--- src/rtl/weight_result_collector.sv ---
// Tail-of-chain collector: captures flagged results into a FWFT FIFO with cell id tags.
// Optional COLLECTOR_CLAMP_EN: payload = min(raw >> SHIFT, 2**OUT_WIDTH-1) at push.
module weight_result_collector #(
  parameter int RESULT_WIDTH = 16,
  parameter int CELL_COUNT   = 4,
  parameter int ID_WIDTH     = 4,
  parameter int FIFO_DEPTH   = 8,
  parameter int SHIFT        = 0,
  parameter int OUT_WIDTH    = 8
) (
  input  logic                          clk,
  input  logic                          rst,
  input  logic [RESULT_WIDTH:0]         in_result,
  output logic [RESULT_WIDTH-1:0]       out_data,
  output logic [ID_WIDTH-1:0]           out_cell_id,
  output logic                          out_last,
  output logic                          out_valid,
  input  logic                          out_ready,
  output logic [$clog2(FIFO_DEPTH):0]   fifo_count,
  output logic                          overflow
);

  localparam int PW = $clog2(FIFO_DEPTH);
  localparam int CW = PW + 1;
  localparam int EW = ID_WIDTH + 1 + RESULT_WIDTH;
  localparam logic [CW-1:0] FULL = CW'(FIFO_DEPTH);
  localparam logic [ID_WIDTH-1:0] LAST_ID = ID_WIDTH'(CELL_COUNT - 1);

  logic [EW-1:0]           r_mem [FIFO_DEPTH];
  logic [PW-1:0]           r_wr;
  logic [PW-1:0]           r_rd;
  logic [CW-1:0]           r_count;
  logic [ID_WIDTH-1:0]     r_id;
  logic                    r_ovf;

  logic                    w_flag;
  logic [RESULT_WIDTH-1:0] w_raw;
  logic [RESULT_WIDTH-1:0] w_payload;
  logic                    w_last_in;
  logic                    w_pop;
  logic                    w_push;
  logic [EW-1:0]           w_entry;
  logic [EW-1:0]           w_head;

  assign w_flag = in_result[RESULT_WIDTH];
  assign w_raw  = in_result[RESULT_WIDTH-1:0];

`ifdef COLLECTOR_CLAMP_EN
  localparam logic [RESULT_WIDTH-1:0] CEIL =
    RESULT_WIDTH'((64'd1 << OUT_WIDTH) - 64'd1);
  logic [RESULT_WIDTH-1:0] w_shifted;
  assign w_shifted = w_raw >> SHIFT;
  assign w_payload = (w_shifted > CEIL) ? CEIL : w_shifted;
`else
  logic w_unused_clamp;
  assign w_unused_clamp = |{32'(SHIFT), 32'(OUT_WIDTH)};
  assign w_payload = w_raw;
`endif

  assign w_last_in = (r_id == LAST_ID);
  assign w_entry   = {r_id, w_last_in, w_payload};

  assign out_valid = (r_count != '0);
  assign w_pop     = out_valid & out_ready;
  // A full FIFO still accepts when the head leaves on the same edge.
  assign w_push    = w_flag & ((r_count != FULL) | w_pop);

  assign w_head      = r_mem[r_rd];
  assign out_data    = out_valid ? w_head[RESULT_WIDTH-1:0] : '0;
  assign out_last    = out_valid ? w_head[RESULT_WIDTH] : 1'b0;
  assign out_cell_id = out_valid ? w_head[EW-1 -: ID_WIDTH] : '0;
  assign fifo_count  = r_count;
  assign overflow    = r_ovf;

  always_ff @(posedge clk) begin
    if (w_push) r_mem[r_wr] <= w_entry;
  end

  always_ff @(posedge clk) begin
    if (rst) begin
      r_wr    <= '0;
      r_rd    <= '0;
      r_count <= '0;
      r_id    <= '0;
      r_ovf   <= 1'b0;
    end else begin
      if (w_push) r_wr <= r_wr + 1'b1;
      if (w_pop)  r_rd <= r_rd + 1'b1;
      unique case ({w_push, w_pop})
        2'b10:   r_count <= r_count + 1'b1;
        2'b01:   r_count <= r_count - 1'b1;
        default: r_count <= r_count;
      endcase
      // Id advances on dropped words too, keeping vector alignment.
      if (w_flag) r_id <= w_last_in ? '0 : r_id + 1'b1;
      if (w_flag & ~w_push) r_ovf <= 1'b1;
    end
  end

endmodule

--- config.mk ---
export PLATFORM = sky130hd
export DESIGN_NAME = weight_result_collector
export DESIGN_NICKNAME = d
export VERILOG_FILES = /design/src/rtl/weight_result_collector.sv
export SDC_FILE = /design/constraint.sdc
export NUM_CORES = 1
export LEC_CHECK = 0
export ABC_AREA = 1
export BUFFER_PORTS_ARGS = -buffer_cell sky130_fd_sc_hd__clkbuf_2
export CORE_ASPECT_RATIO = 1.2
export CORE_MARGIN = 1
export CORE_UTILIZATION = 50
export CTS_BUF_LIST = sky130_fd_sc_hd__clkbuf_8 sky130_fd_sc_hd__clkbuf_16
export DETAILED_ROUTE_END_ITERATION = 8
export PLACE_DENSITY = 0.79
export SLEW_MARGIN = 10
export SYNTH_ARGS = -nofsm -noshare
export SYNTH_HDL_FRONTEND = slang
export SYNTH_SLANG_ARGS = --single-unit
--- constraint.sdc ---
create_clock -name clk -period 2.93 [get_ports clk]
set_clock_uncertainty 0.2 [all_clocks]
set_input_delay 0.4395 -clock clk [delete_from_list [all_inputs] [get_ports clk]]
set_output_delay 0.4395 -clock clk [all_outputs]
set_load 0.005 [all_outputs]
Word level (Yosys, flattened, before mapping)
Memories as Yosys holds them, arrays and structs flattened. A register that Yosys moved wholly into a read port is not among the register bits.
Cells that the tools add are included.
{ "classes": {"add_sub_neg": 5, "n_eq_ne": 4, "n_mux": 9, "bitwise": 5, "reduce_logical": 2} }
{ "op_table": {"columns": ["operator", "count"], "rows": [
  ["16-bit 2-to-1 mux", 1],
  ["4-bit by 1-bit adder with 4-bit output (second input constant)", 2],
  ["4-bit 2-to-1 mux", 2],
  ["4-bit case mux with 2 select lines", 1],
  ["3-bit by 1-bit adder with 3-bit output (second input constant)", 2],
  ["3-bit 2-to-1 mux", 2],
  ["4-bit by 2-bit equality test with 1-bit output (second input constant)", 1],
  ["4-bit inequality test (second input constant)", 1],
  ["4-bit nonzero test", 1],
  ["4-bit by 1-bit subtractor with 4-bit output (second input constant)", 1],
  ["1-bit AND", 3],
  ["1-bit 2-to-1 mux", 3],
  ["2-bit by 1-bit equality test with 1-bit output (second input constant)", 1],
  ["2-bit equality test (second input constant)", 1],
  ["2-bit nonzero test", 1],
  ["1-bit NOT", 1],
  ["1-bit OR", 1]
]} }
{ "totals": {"register_bits": 15, "ramBits": 168, "word_cells": 31, "n_memories": 1} }
{ "memory_table": {"columns": ["name", "words", "width", "read_ports", "rd_clocked_by_memory_dff", "wr", "line", "rtl"], "rows": [
  ["r_mem", 8, 21, 1, 1, 1, "29", "logic [EW-1:0] r_mem [FIFO_DEPTH];"]
]} }

Depth between registers and ports, before layout
{ "logic_depth": {"ltp_word": 6, "mapped_depth": 14, "ltp_nobuf": 14} }

Worst setup path before layout
Ideal clock, no wire load.
{ "synth_path": {"path_type": "input to register", "from": "input port out_ready", "to": "memory r_mem[0][0] in the netlist's numbering, enable pin", "arrival_time_ns": 1.817, "t_required_ns": 2.331, "slack_ns": 0.514, "cell_stages": 6, "path_cell_list": "nor2_1 nand3_1 nand2_1 inv_1 nand2_1 nor2_1"} }
{ "synth_via": {"elab_chain_len": 5} }
{ "synth_lines": {"columns": ["item", "line", "rtl"], "rows": [
  ["from (decl)", "18", "input logic out_ready,"],
  ["1-bit AND", "64", "assign w_pop = out_valid & out_ready;"],
  ["1-bit OR", "66", "assign w_push = w_flag & ((r_count != FULL) | w_pop);"],
  ["1-bit AND", "66", null],
  ["1-bit 2-to-1 mux", "76", "if (w_push) r_mem[r_wr] <= w_entry;"],
  ["1-bit 2-to-1 mux (implied by the code)", "76", null],
  ["to (decl)", "29", null]
]} }
Every way passes these cells.

==> flow_results.org <==
** Flow run
- Number of max-cap violations :: 0

** Pwr
- Part of the total power dissipated in combinational logic :: 20.9%
- Net switching power :: 1.89 mW
- Internal cell power :: 4.72 mW
- Total power after layout :: 6.61 mW
- Fraction of power consumed by the clock network :: 32.4%
- Peak supply drop :: 404 uV
- Dividing total power by cell area gives a power density of 765 nW/um^2.
- For this design the static power due to leakage is 3.07 nW.
- Net switching is 28.6% of the power.
- Sequential share of power :: 46.7%

** Drt
- Routed length on met2 :: 7.89 mm
- Length of the first detailed-routing pass in iterations :: 5
- After detailed routing, the average wire length per cell comes to 17.3 um.
- Highest routed metal layer :: met4
- In the routed layout, each cell is associated on average with a via count of 5.55.
- Met3 routed wirelength :: 974 um
- Total length of routed wires :: 15.4 mm
- Post-Route M1 WL :: 6.16 mm
- Number of design-rule violations left by the first detailed-router iteration :: 396
- The final route contains 4937 vias.
- Number of routed nets with antenna violations :: 0
- For this run, design rule violations remaining after detail routing come to 0.

** Worst setup path
- The critical path in this run is classified as reg -> out.
- RR Startpoint :: fifo_count[1]$_SDFFE_PP0P_
- STA classifies the critical path endpoint as an output port.
- In this run the worst path has a maximum fanout of 27.
- At the worst endpoint, the required time is 2.29 ns.
- At the worst endpoint, the arrival time is 2.14 ns.
- STA classifies the critical path startpoint as a flip-flop.

** Cells and area
- The number of antenna diodes in the final layout is 0.
- Fraction of layout instances using a drive strength above 1 :: 21.8%
- Final instance area :: 8640 sq um
- The net count of the finished layout is 698.
- Relative area change from synthesis to final layout :: 13.2%
- Number of fill cells in the layout :: 1194

** Hold path
- Hold path start :: rst
- Min-Delay Path Class :: in -> reg

** Global routing
- First-pass GRT wire length :: 23.8 mm
- The initial antenna violation count is 0.
- The via count of the first global-routing pass is 4812.
- Across every metal layer, demand over resource in global routing totals 20.6%.
- Global routing finished with a remaining overflow of 0.
- Entering global routing, the biggest net connects 41 pins.

** Die
- The initialized floorplan defines 49 standard-cell rows.
- Ports :: 47
- Once the floorplan was initialized, standard cells occupied 51.1% of the core.
- Die Span Y :: 137 um
- The region available for standard cell placement spans 15000 sq um.
- The die is 115 um wide.
- The die covers 15800 sq um.

** Yosys
- Commonest register cell after synthesis :: sky130_fd_sc_hd__edfxtp_1
- The synthesized design spends more area on one cell type than any other, namely sky130_fd_sc_hd__edfxtp_1.
- Most numerous cell types in the synthesized netlist :: 168 x sky130_fd_sc_hd__edfxtp_1, 152 x sky130_fd_sc_hd__nor2_1, 57 x sky130_fd_sc_hd__o21ai_0
- Number of register bits inferred by synthesis :: 186
- Warnings from Yosys :: 0
- Unique masters post-synth :: 29
- Synthesis produced 622 cells.
- Fraction of synthesis flops using an asynchronous set or reset pin :: 0%
- Library cell with the highest instance count after synthesis :: sky130_fd_sc_hd__edfxtp_1
- By area the synthesized netlist is led by sky130_fd_sc_hd__edfxtp_1 66%, sky130_fd_sc_hd__nor2_1 7.5%, sky130_fd_sc_hd__dfxtp_1 4.7%.
- After synthesis, the mean cell area works out to 12.3 sq um.
- Share of the synthesized area in the top cell type :: 66.0%
- Count of flip-flops with a built-in enable after synthesis :: 168
- After synthesis the cells add up to 7640 sq um.
- For this run, the register share of the synthesized area comes to 70.8%.
- Post-synth net total :: 648

** Placed design
- Worst-case setup slack after placement :: 0.620 ns
- Placed cell areas :: 8080 sq um
- Port buffering added 46 buffers.
- Last weighted congestion value of the routability-driven placer :: 0.758
- The wire-length estimate of the detail-placed layout is 9.48 mm.

** Clock tree
- # resized after CTS :: 0
- CTS tree :: built
- H-tree lvl count :: 4
- Root Buffer :: sky130_fd_sc_hd__clkbuf_16
- Longest Clk Path Bufs :: 2
- The number of setup buffers added after CTS is 0.
- Clock latency at the later pin of the worst-skew pair :: 0.42 ns
- Number of clock buffers inserted by TritonCTS :: 17
- Clock-pin slew was measured on the worst setup and hold paths at 0.06 ns.
- The number of hold buffers added after CTS was 0.
- TritonCTS sink count :: 186

** Outcome
- The run finished with clean final reports.

** Timing
- Unrepaired setup endpoints after global routing :: no
- Min Tclk post-route :: 2.78 ns
- Based on the critical path, the design can be clocked at up to 360 MHz.
- Setup total negative slack on the finished layout was measured at 0 ns.
- For the pin with the worst max-slew slack, the measured transition is 0.626 ns.
- Fin. max-slew vios :: 0
- Setup violations remaining at the end of the flow were counted as 0.
- In this run the tightest slew margin relative to its limit is 58.3%.
- Setup slack closes at 0.154 ns.
- Final clock period utilization by the worst path :: 94.7%
- The hold violation total from the final report is 0.
[registers in the layout (all words and copies together), names as in the netlist, named ones only]
name,flops
fifo_count,4
overflow,1
r_mem,168
r_rd,3
r_id,4
r_wr,3
[metrics by stage]
step,hold slack [ns],instances,utilization [%]
6_report,0.0514,889,57.8
5_1_grt,0.0480,889,57.8
3_3_place_gp,0.236,857,54.0
4_1_cts,0.0394,889,57.8
2_1_floorplan,0.233,622,-
3_5_place_dp,0.250,857,54.0
[worst paths after layout]
| kind | end | slack [ns] | cells after the start |
|---|---|---|---|
| worst max-delay path | out_cell_id[1] | 0.15 | 6 |
| worst min-delay path | r_wr[0]$_SDFFE_PP0P_ | 0.05 | 2 |
| worst max register to register | r_mem[1][4]$_DFFE_PP_ | 0.78 | 7 |
| worst min register to register | flip-flop | 0.25 | 2 |
[layout by cell type, fill, tap and decap left out, types with 5 or more instances in the layout]
master | synthesis | layout
sky130_fd_sc_hd__edfxtp_1 | 168 | 168
sky130_fd_sc_hd__nor2_1 | 152 | 144
sky130_fd_sc_hd__o21ai_0 | 57 | 57
sky130_fd_sc_hd__clkbuf_2 | 2 | 46
sky130_fd_sc_hd__nand2_1 | 41 | 41
sky130_fd_sc_hd__o21ai_1 | 33 | 33
sky130_fd_sc_hd__nor2_2 | 21 | 29
sky130_fd_sc_hd__o22ai_1 | 21 | 21
sky130_fd_sc_hd__inv_1 | 18 | 19
sky130_fd_sc_hd__buf_4 | 4 | 18
sky130_fd_sc_hd__clkbuf_16 | 0 | 17
sky130_fd_sc_hd__o211ai_2 | 16 | 16
sky130_fd_sc_hd__dfxtp_1 | 18 | 15
sky130_fd_sc_hd__a21oi_1 | 11 | 11
sky130_fd_sc_hd__nand3_1 | 9 | 9
sky130_fd_sc_hd__clkinvlp_4 | 0 | 6
sky130_fd_sc_hd__o211ai_1 | 5 | 5
sky130_fd_sc_hd__ha_1 | 5 | 5
[layer usage]
layer	track usage, %	vias up
li1	-	2310
met2	34.2	186
met3	6.03	41
met1	23.5	2400
met5	0	-
met4	12.9	0
[critical path: stages (launching register included)]
cell and delay, ns:
sky130_fd_sc_hd__dfxtp_2 0.60, sky130_fd_sc_hd__buf_4 0.37, sky130_fd_sc_hd__o21ai_0 0.17, sky130_fd_sc_hd__o22ai_1 0.21
sky130_fd_sc_hd__nor2_1 0.07, sky130_fd_sc_hd__nor2_1 0.16, sky130_fd_sc_hd__clkbuf_2 0.13
[cells by family after synthesis]
kind of cell | count (synthesis) | synth area share, %
adders and majority gates | 6 | 1.08
and+or+nand+nor | 229 | 12.3
AOI/OAI and AO/OA | 144 | 11.5
buffers and inverters | 56 | 4.18
DFF | 186 | 70.8
xor gates and xnor gates | 1 | 0.115
[area by class of cell]
cell class | count | area (sq um) | share of cell area, %
Sequential cell | 186 | 5410 | 62.6
Multi-Input combinational cell | 380 | 1940 | 22.4
Clock buffer | 17 | 425 | 4.92
Timing Repair Buffer | 66 | 405 | 4.69
Tap cell | 204 | 255 | 2.95
Clock inverter | 15 | 135 | 1.56
Inverter | 21 | 78.8 | 0.912
[power groups by stage]
| stage | clock network (mW) | registers (mW) | logic (mW) |
|---|---|---|---|
| 2_1_floorplan | 0 | 3.10 | 0.988 |
| 3_3_place_gp | 0 | 3.13 | 1.32 |
| 3_5_place_dp | 0 | 3.14 | 1.38 |
| 4_1_cts | 2.18 | 3.08 | 1.39 |
| 5_1_grt | 2.28 | 3.09 | 1.54 |
| 6_report | 2.14 | 3.09 | 1.38 |
Power figures use the tool's default switching activity.
